<file path="config.mk">
export PLATFORM = sky130hd
export DESIGN_NAME = add3_share_ctrl_flat
export DESIGN_NICKNAME = d
export VERILOG_FILES = /design/src/rtl/add3_share_pkg.sv /design/src/rtl/add3_share_ctrl_if.sv /design/src/rtl/add16_core.sv /design/src/rtl/add3_share_ctrl.sv /design/src/flat_wrapper.sv
export SDC_FILE = /design/constraint.sdc
export NUM_CORES = 1
export LEC_CHECK = 0
export ABC_AREA = 1
export ABC_CLOCK_PERIOD_IN_PS = 3190
export CORE_AREA = 2 2 111 102
export CTS_CLUSTER_DIAMETER = 60
export DETAILED_ROUTE_END_ITERATION = 8
export DIE_AREA = 0 0 113 104
export PLACE_DENSITY = 0.8
export SYNTH_ARGS = -nofsm -noshare
export SYNTH_HDL_FRONTEND = slang
export SYNTH_SLANG_ARGS = --single-unit
export TNS_END_PERCENT = 5
</file>
<file path="constraint.sdc">
create_clock -name clk -period 3.19 [get_ports clk]
set_clock_uncertainty 0.1 [all_clocks]
set_input_delay 0.638 -clock clk [delete_from_list [all_inputs] [get_ports clk]]
set_output_delay 0.638 -clock clk [all_outputs]
set_load 0.01 [all_outputs]
</file>
<file path="src/rtl/add3_share_pkg.sv">
// Shared types and helpers for the three-operand add sequencer.
package add3_share_pkg;

    localparam int W_DEFAULT = 16;

    typedef enum logic [1:0] {
        IDLE  = 2'd0,
        PASS1 = 2'd1,
        PASS2 = 2'd2,
        DONE  = 2'd3
    } state_t;

    // Returns {found, index}: first set bit of valid searching upward from ptr+1, wrapping at n.
    function automatic logic [3:0] rr_pick(input logic [7:0] valid, input logic [2:0] ptr, input int n);
        logic [3:0] res;
        logic       found;
        logic [2:0] idx;
        res   = 4'b0;
        found = 1'b0;
        idx   = 3'd0;
        for (int i = 1; i <= 8; i++) begin
            if (i <= n && !found) begin
                idx = 3'((int'(ptr) + i) % n);
                if (valid[idx]) begin
                    res   = {1'b1, idx};
                    found = 1'b1;
                end
            end
        end
        return res;
    endfunction

endpackage

</file>
<file path="src/rtl/add3_share_ctrl_if.sv">
// Requester/response bus of the shared three-operand adder.
// Optional ADD3_SHARE_SAT_EN adds the rsp_ovf saturation flag.
interface add3_share_ctrl_if
    import add3_share_pkg::*;
#(
    parameter int NUM_REQ = 2,
    parameter int W       = W_DEFAULT,
    parameter int ID_W    = 3
);
    logic [NUM_REQ-1:0]   req_valid;
    logic [NUM_REQ-1:0]   req_ready;
    logic [NUM_REQ*W-1:0] req_a;
    logic [NUM_REQ*W-1:0] req_b;
    logic [NUM_REQ*W-1:0] req_c;
    logic                 rsp_valid;
    logic                 rsp_ready;
    logic [W+1:0]         rsp_sum;
    logic [ID_W-1:0]      rsp_id;
`ifdef ADD3_SHARE_SAT_EN
    logic                 rsp_ovf;
`endif

    modport master (
        output req_valid, req_a, req_b, req_c, rsp_ready,
        input  req_ready, rsp_valid, rsp_sum, rsp_id
`ifdef ADD3_SHARE_SAT_EN
        , input rsp_ovf
`endif
    );

    modport slave (
        input  req_valid, req_a, req_b, req_c, rsp_ready,
        output req_ready, rsp_valid, rsp_sum, rsp_id
`ifdef ADD3_SHARE_SAT_EN
        , output rsp_ovf
`endif
    );

endinterface

</file>
<file path="src/rtl/add16_core.sv">
// Combinational W-bit adder with carry in/out; single shared instance, interchangeable with the prefix-tree adder.
module add16_core
    import add3_share_pkg::*;
#(
    parameter int W = W_DEFAULT
) (
    input  logic [W-1:0] a,
    input  logic [W-1:0] b,
    input  logic         cin,
    output logic [W-1:0] sum,
    output logic         cout
);

    assign {cout, sum} = {1'b0, a} + {1'b0, b} + {{W{1'b0}}, cin};

endmodule

</file>
<file path="src/rtl/add3_share_ctrl.sv">
// Round-robin sequencer computing A+B+C in two passes on one shared adder.
// Optional ADD3_SHARE_SAT_EN saturates the result to W bits and flags rsp_ovf.
//   state | meaning
//   IDLE  | arbitrate requesters, latch operands on handshake
//   PASS1 | adder computes A+B into s1/c1
//   PASS2 | adder computes s1+C, result registered
//   DONE  | result presented until rsp_ready
module add3_share_ctrl
    import add3_share_pkg::*;
#(
    parameter int NUM_REQ = 2,
    parameter int W       = W_DEFAULT,
    parameter int ID_W    = 3
) (
    input  logic                clk,
    input  logic                rst_n,
    add3_share_ctrl_if.slave    bus,
    output logic                busy
);

    state_t          state_q, state_d;
    logic [W-1:0]    a_q, b_q, c_q, s1_q;
    logic            c1_q;
    logic [ID_W-1:0] id_q, ptr_q;
    logic [W+1:0]    sum_q;
    logic [3:0]      pick;
    logic            gnt_found;
    logic [2:0]      gnt_idx;
    logic [W-1:0]    a_sel, b_sel, c_sel;
    logic [NUM_REQ-1:0] ready;
    logic [W-1:0]    add_a, add_b, add_sum;
    logic            add_cout;
    logic [1:0]      carry_sum;

    assign pick      = rr_pick(8'(bus.req_valid), 3'(ptr_q), NUM_REQ);
    assign gnt_found = pick[3];
    assign gnt_idx   = pick[2:0];

    always_comb begin
        a_sel = '0;
        b_sel = '0;
        c_sel = '0;
        ready = '0;
        for (int i = 0; i < NUM_REQ; i++) begin
            if (gnt_found && gnt_idx == 3'(i)) begin
                a_sel = bus.req_a[i*W +: W];
                b_sel = bus.req_b[i*W +: W];
                c_sel = bus.req_c[i*W +: W];
                if (state_q == IDLE) ready[i] = 1'b1;
            end
        end
    end

    always_ff @(posedge clk or negedge rst_n) begin
        if (!rst_n) state_q <= IDLE;
        else        state_q <= state_d;
    end

    always_comb begin
        state_d = state_q;
        case (state_q)
            IDLE:    if (gnt_found) state_d = PASS1;
            PASS1:   state_d = PASS2;
            PASS2:   state_d = DONE;
            DONE:    if (bus.rsp_ready) state_d = IDLE;
            default: state_d = IDLE;
        endcase
    end

    // Adder inputs are held at zero outside the two compute passes.
    always_comb begin
        add_a = '0;
        add_b = '0;
        case (state_q)
            PASS1: begin
                add_a = a_q;
                add_b = b_q;
            end
            PASS2: begin
                add_a = s1_q;
                add_b = c_q;
            end
            default: ;
        endcase
    end

    add16_core #(.W(W)) u_add (
        .a    (add_a),
        .b    (add_b),
        .cin  (1'b0),
        .sum  (add_sum),
        .cout (add_cout)
    );

    assign carry_sum = {1'b0, c1_q} + {1'b0, add_cout};

`ifdef ADD3_SHARE_SAT_EN
    logic ovf_q;
`endif

    always_ff @(posedge clk or negedge rst_n) begin
        if (!rst_n) begin
            a_q   <= '0;
            b_q   <= '0;
            c_q   <= '0;
            s1_q  <= '0;
            c1_q  <= 1'b0;
            id_q  <= '0;
            ptr_q <= ID_W'(NUM_REQ - 1);
            sum_q <= '0;
`ifdef ADD3_SHARE_SAT_EN
            ovf_q <= 1'b0;
`endif
        end else begin
            case (state_q)
                IDLE: if (gnt_found) begin
                    a_q   <= a_sel;
                    b_q   <= b_sel;
                    c_q   <= c_sel;
                    id_q  <= ID_W'(gnt_idx);
                    ptr_q <= ID_W'(gnt_idx);
                end
                PASS1: begin
                    s1_q <= add_sum;
                    c1_q <= add_cout;
                end
                PASS2: begin
`ifdef ADD3_SHARE_SAT_EN
                    if (carry_sum != 2'b00) begin
                        sum_q <= {2'b00, {W{1'b1}}};
                        ovf_q <= 1'b1;
                    end else begin
                        sum_q <= {2'b00, add_sum};
                        ovf_q <= 1'b0;
                    end
`else
                    sum_q <= {carry_sum, add_sum};
`endif
                end
                default: ;
            endcase
        end
    end

    assign bus.req_ready = ready;
    assign bus.rsp_valid = (state_q == DONE);
    assign bus.rsp_sum   = sum_q;
    assign bus.rsp_id    = id_q;
`ifdef ADD3_SHARE_SAT_EN
    assign bus.rsp_ovf   = ovf_q;
`endif
    assign busy          = (state_q != IDLE);

endmodule
</file>
<file path="src/flat_wrapper.sv">
// flat-port wrapper written by rule: the top's interface ports become plain ports
module add3_share_ctrl_flat import add3_share_pkg::*;
#(
    parameter int NUM_REQ = 2,
    parameter int W       = W_DEFAULT,
    parameter int ID_W    = 3
)
  (clk, rst_n, busy, bus_req_valid, bus_req_a, bus_req_b, bus_req_c, bus_rsp_ready, bus_req_ready, bus_rsp_valid, bus_rsp_sum, bus_rsp_id);
  add3_share_ctrl_if #(.NUM_REQ(NUM_REQ), .W(W), .ID_W(ID_W)) bus_i ();
  input  logic clk;
  input  logic rst_n;
  output logic busy;
  input wire logic [$bits(bus_i.req_valid)-1:0] bus_req_valid;
  input wire logic [$bits(bus_i.req_a)-1:0] bus_req_a;
  input wire logic [$bits(bus_i.req_b)-1:0] bus_req_b;
  input wire logic [$bits(bus_i.req_c)-1:0] bus_req_c;
  input wire logic [$bits(bus_i.rsp_ready)-1:0] bus_rsp_ready;
  output wire logic [$bits(bus_i.req_ready)-1:0] bus_req_ready;
  output wire logic [$bits(bus_i.rsp_valid)-1:0] bus_rsp_valid;
  output wire logic [$bits(bus_i.rsp_sum)-1:0] bus_rsp_sum;
  output wire logic [$bits(bus_i.rsp_id)-1:0] bus_rsp_id;
  assign bus_i.req_valid = bus_req_valid;
  assign bus_i.req_a = bus_req_a;
  assign bus_i.req_b = bus_req_b;
  assign bus_i.req_c = bus_req_c;
  assign bus_i.rsp_ready = bus_rsp_ready;
  assign bus_req_ready = bus_i.req_ready;
  assign bus_rsp_valid = bus_i.rsp_valid;
  assign bus_rsp_sum = bus_i.rsp_sum;
  assign bus_rsp_id = bus_i.rsp_id;
  add3_share_ctrl #(.NUM_REQ(NUM_REQ), .W(W), .ID_W(ID_W)) u_core (.clk(clk), .rst_n(rst_n), .bus(bus_i), .busy(busy));
endmodule
</file>
==> flow_summary.toml <==
[sta]
finalHoldViolCount = 0
fmaxAchievable_mhz = 330
fin_crit_ns = 3.03
slew_headroom = 0.281
min_period_over_period = 0.949
tightest_slew_ns = 1.08
setup_ws_ns = 0.161
slew_viol_final = 0
setup_tns_ns = 0
setup_viol = 0
rsz0062_at_grt = "no"

[yosys]
synthCells = 737
synth_cell_types = 27
yosys_warnings = 0
syn_avg_cell_area_um2 = 7.15
synth-seq-cells = 87
synth-seq-area-share = 0.413
synth_area_um2 = 5270

[routing]
via_count = 5322
drtAntennaViolNets = 0
top_layer = "met4"
wl_met2_mm = 6.58
met3_wirelength_um = 997
wl_mm = 14.9
drt_iter0_drc = 418
drc_errors = 1
wl_met1_mm = 7.01
firstDrtPassIters = 7
avgRoutedWirePerCell_um = 15.3
via_per_inst = 5.46

[cells_and_area]
area_growth_pct = 30.3
insertedDiodeCount = 0
finalInstanceArea_um2 = 6870
drive_gt1_frac = 0.0464
nNetsFinal = 959

[place]
hpwl_mm = 11.3
place.gp.congestion = 0.967
place_area_um2 = 6580
place_ws_ns = 0.213
port_buffers = 123

[power]
power.switching_mw = 2.77
pwr-share-seq = 0.309
p_int_mw = 3.45
power.density_nw_per_um2 = 905
clkPwrFrac = 0.160
swShare = 0.445
ir_drop_mv = 0.513
total_power_mw = 6.21
p_leak_nw = 3.18
comb_power_share = 0.530

[die]
dieArea_um2 = 11800
core-area_um2 = 10600
rows = 36
io_pins = 126
die_width_um = 113
die_h_um = 104
initial_core_util = 0.496

[global_route]
grt_pass1_wl_mm = 25.0
grt_pass1_vias = 5074
antenna_found_initial = 0
grt_max_degree = 88
grt_use_total = 0.262
overflow = 0

[run_status]
outcome = "finished with violations"
violations = "design-rule violations"

[hold_path]
min_path_cells = 2
min_path_type = "reg2reg"

[clock_network]
clkTransAtPathRegs_ns = 0.07
cts_root_buf = "clkbuf_16"
clock-sinks = 87
clk_latency_ns = 0.34
cts_tree = "built"
post-cts-setup-buffers = 0
hold_buffers = 0
clockBufferDepth = 2
numCtsBuffers = 9
h-tree-depth = 3

[critical_path]
reg2reg_slack_ns = 0.16
crit_top_cell = "nand2_1"
setup.worst_path.end_class = "flip-flop"
reg2regPathDepth = 15
path_cells = "inv_1 > ha_1 > inv_1 > buf_12 > a21oi_1 > ha_1 > or2_0 > and2_2 > nand2_1 > nand2_1 > nand3_1 > nand2_1 > ha_1 > nand2_1 > nand2_1"
cp.depth = 15
critPathMaxFanout = 27
slowest_delay_ns = 0.38
critical_path.top_delay_family = "adder cells"
crit_arrival_ns = 3.15
crit_path_top_delay_cell = "dfrtp_1"
required_ns = 3.31
crit_buf_inv = 3
crit_type = "reg2reg"
startpoint_type = "flip-flop"

[run]
maxCapViolations = 0
## kinds of logic (layout without fill, tap and decap cells)
kind of cell	count (synthesis)	after routing	share of synthesized area
xor+xnor	6	6	0.00997
compound gates	99	99	0.107
buf+inv	98	201	0.0783
simple gates	424	424	0.337
fa+ha+maj	22	22	0.0537
flops	87	87	0.413
other cells	1	2	0.000712
## path summary, 6_finish.rpt
| check | from | to |
|---|---|---|
| worst max-delay path | u_core.state_q[0] | u_core.bus.rsp_sum[16] |
| worst min-delay path | u_core.ptr_q[0] | u_core.ptr_q[0] |
| worst max register to register | u_core.state_q[0] | u_core.bus.rsp_sum[16] |
| worst min register to register | u_core.ptr_q[0] | u_core.ptr_q[0] |
| max in group asynchronous | rst_n | u_core.c_q[7] |
| min in group asynchronous | rst_n | u_core.bus.rsp_sum[0] |
## worst reg2reg max path, stage by stage, from the launching register on
cell and delay [ns]:
dfrtp_1 0.38, inv_1 0.10, ha_1 0.30, inv_1 0.20, buf_12 0.21, a21oi_1 0.07, ha_1 0.34, or2_0 0.27
and2_2 0.23, nand2_1 0.06, nand2_1 0.08, nand3_1 0.08, nand2_1 0.09, ha_1 0.31, nand2_1 0.07, nand2_1 0.05
## repair_timing
| item | in CTS | in global routing |
|---|---|---|
| endpoints found under the setup margin | 0 | 1 |
| resized for setup | 0 | 1 |
| hold endpoints to repair | 0 | 0 |
## per-layer routing
| metal | GRT usage | up-vias |
|---|---|---|
| li1 | - | 2633 |
| met1 | 0.386 | 2430 |
| met2 | 0.401 | 233 |
| met3 | 0.0402 | 26 |
| met4 | 0.0775 | 0 |
| met5 | 0 | - |
## registers in the layout, indices dropped and copies added, names as in the netlist
signal / flops
u_core.bus.rsp_sum: 18
u_core.a_q: 16
u_core.b_q: 16
u_core.c_q: 16
u_core.s1_q: 16
u_core.state_q: 2
u_core.bus.rsp_id: 1
u_core.c1_q: 1
u_core.ptr_q: 1
## cell type report
type | instances | area [µm²]
clock buffers | 11 | 243
clock inverters | 5 | 41.3
multi-input cells | 553 | 2690
well taps | 133 | 166
flip-flops and latches | 87 | 2180
inverters | 49 | 184
fillers | 906 | 3760
repair buffers | 136 | 1360
## power by group through the flow
stage	sequential (mW)	clock [mW]	combinational [mW]
after floorplan	1.84	0	2.21
after global placement	1.92	0	3.14
after detailed placement	1.93	0	3.23
after CTS	1.92	1.01	3.26
after global routing	1.97	1.05	3.68
final	1.92	0.997	3.29
## per-stage QoR
stage | utilization | hold slack [ns] | cells
6_report | 0.646 | 0.372 | 974
3_3_place_gp | 0.619 | 0.350 | 958
2_1_floorplan | - | 0.242 | 738
3_5_place_dp | 0.619 | 0.357 | 958
5_1_grt | 0.646 | 0.396 | 974
4_1_cts | 0.646 | 0.371 | 974
## synthesized netlist by cell type
library cell	n	area share
or2_0	1	0.0012
xnor2_1	4	0.0066
ha_1	21	0.050
fa_1	1	0.0038
conb_1	1	0.00071
dfstp_2	1	0.0050
o22ai_2	1	0.0024
or2_2	1	0.0012
xor2_1	2	0.0033
buf_4	6	0.0085
dfrtp_1	86	0.41
nor3_1	4	0.0038
and2_2	1	0.0014
buf_1	9	0.0064
nand4_1	1	0.0012
nand2_1	226	0.16
nand3_1	122	0.12
nor2_1	63	0.045
inv_2	3	0.0021
nor2_2	2	0.0024
a21oi_1	40	0.038
clkbuf_1	16	0.011
inv_1	46	0.033
buf_2	18	0.017
a31oi_1	48	0.057
o21ai_0	10	0.0095
nand3b_1	3	0.0043
## placed cells by master (no fill, tap or decap), drive strengths merged, types with 4 or more instances in the layout
cell type	Yosys	final
clkdlybuf4s50	0	122
clkbuf	16	11
inv	49	50
nand2	226	226
o21ai	10	10
xnor2	4	4
nor2	65	65
a21oi	40	40
buf	33	14
dfrtp	86	86
nand3	122	122
ha	21	21
nor3	4	4
a31oi	48	48
Power figures use the tool's default switching activity.
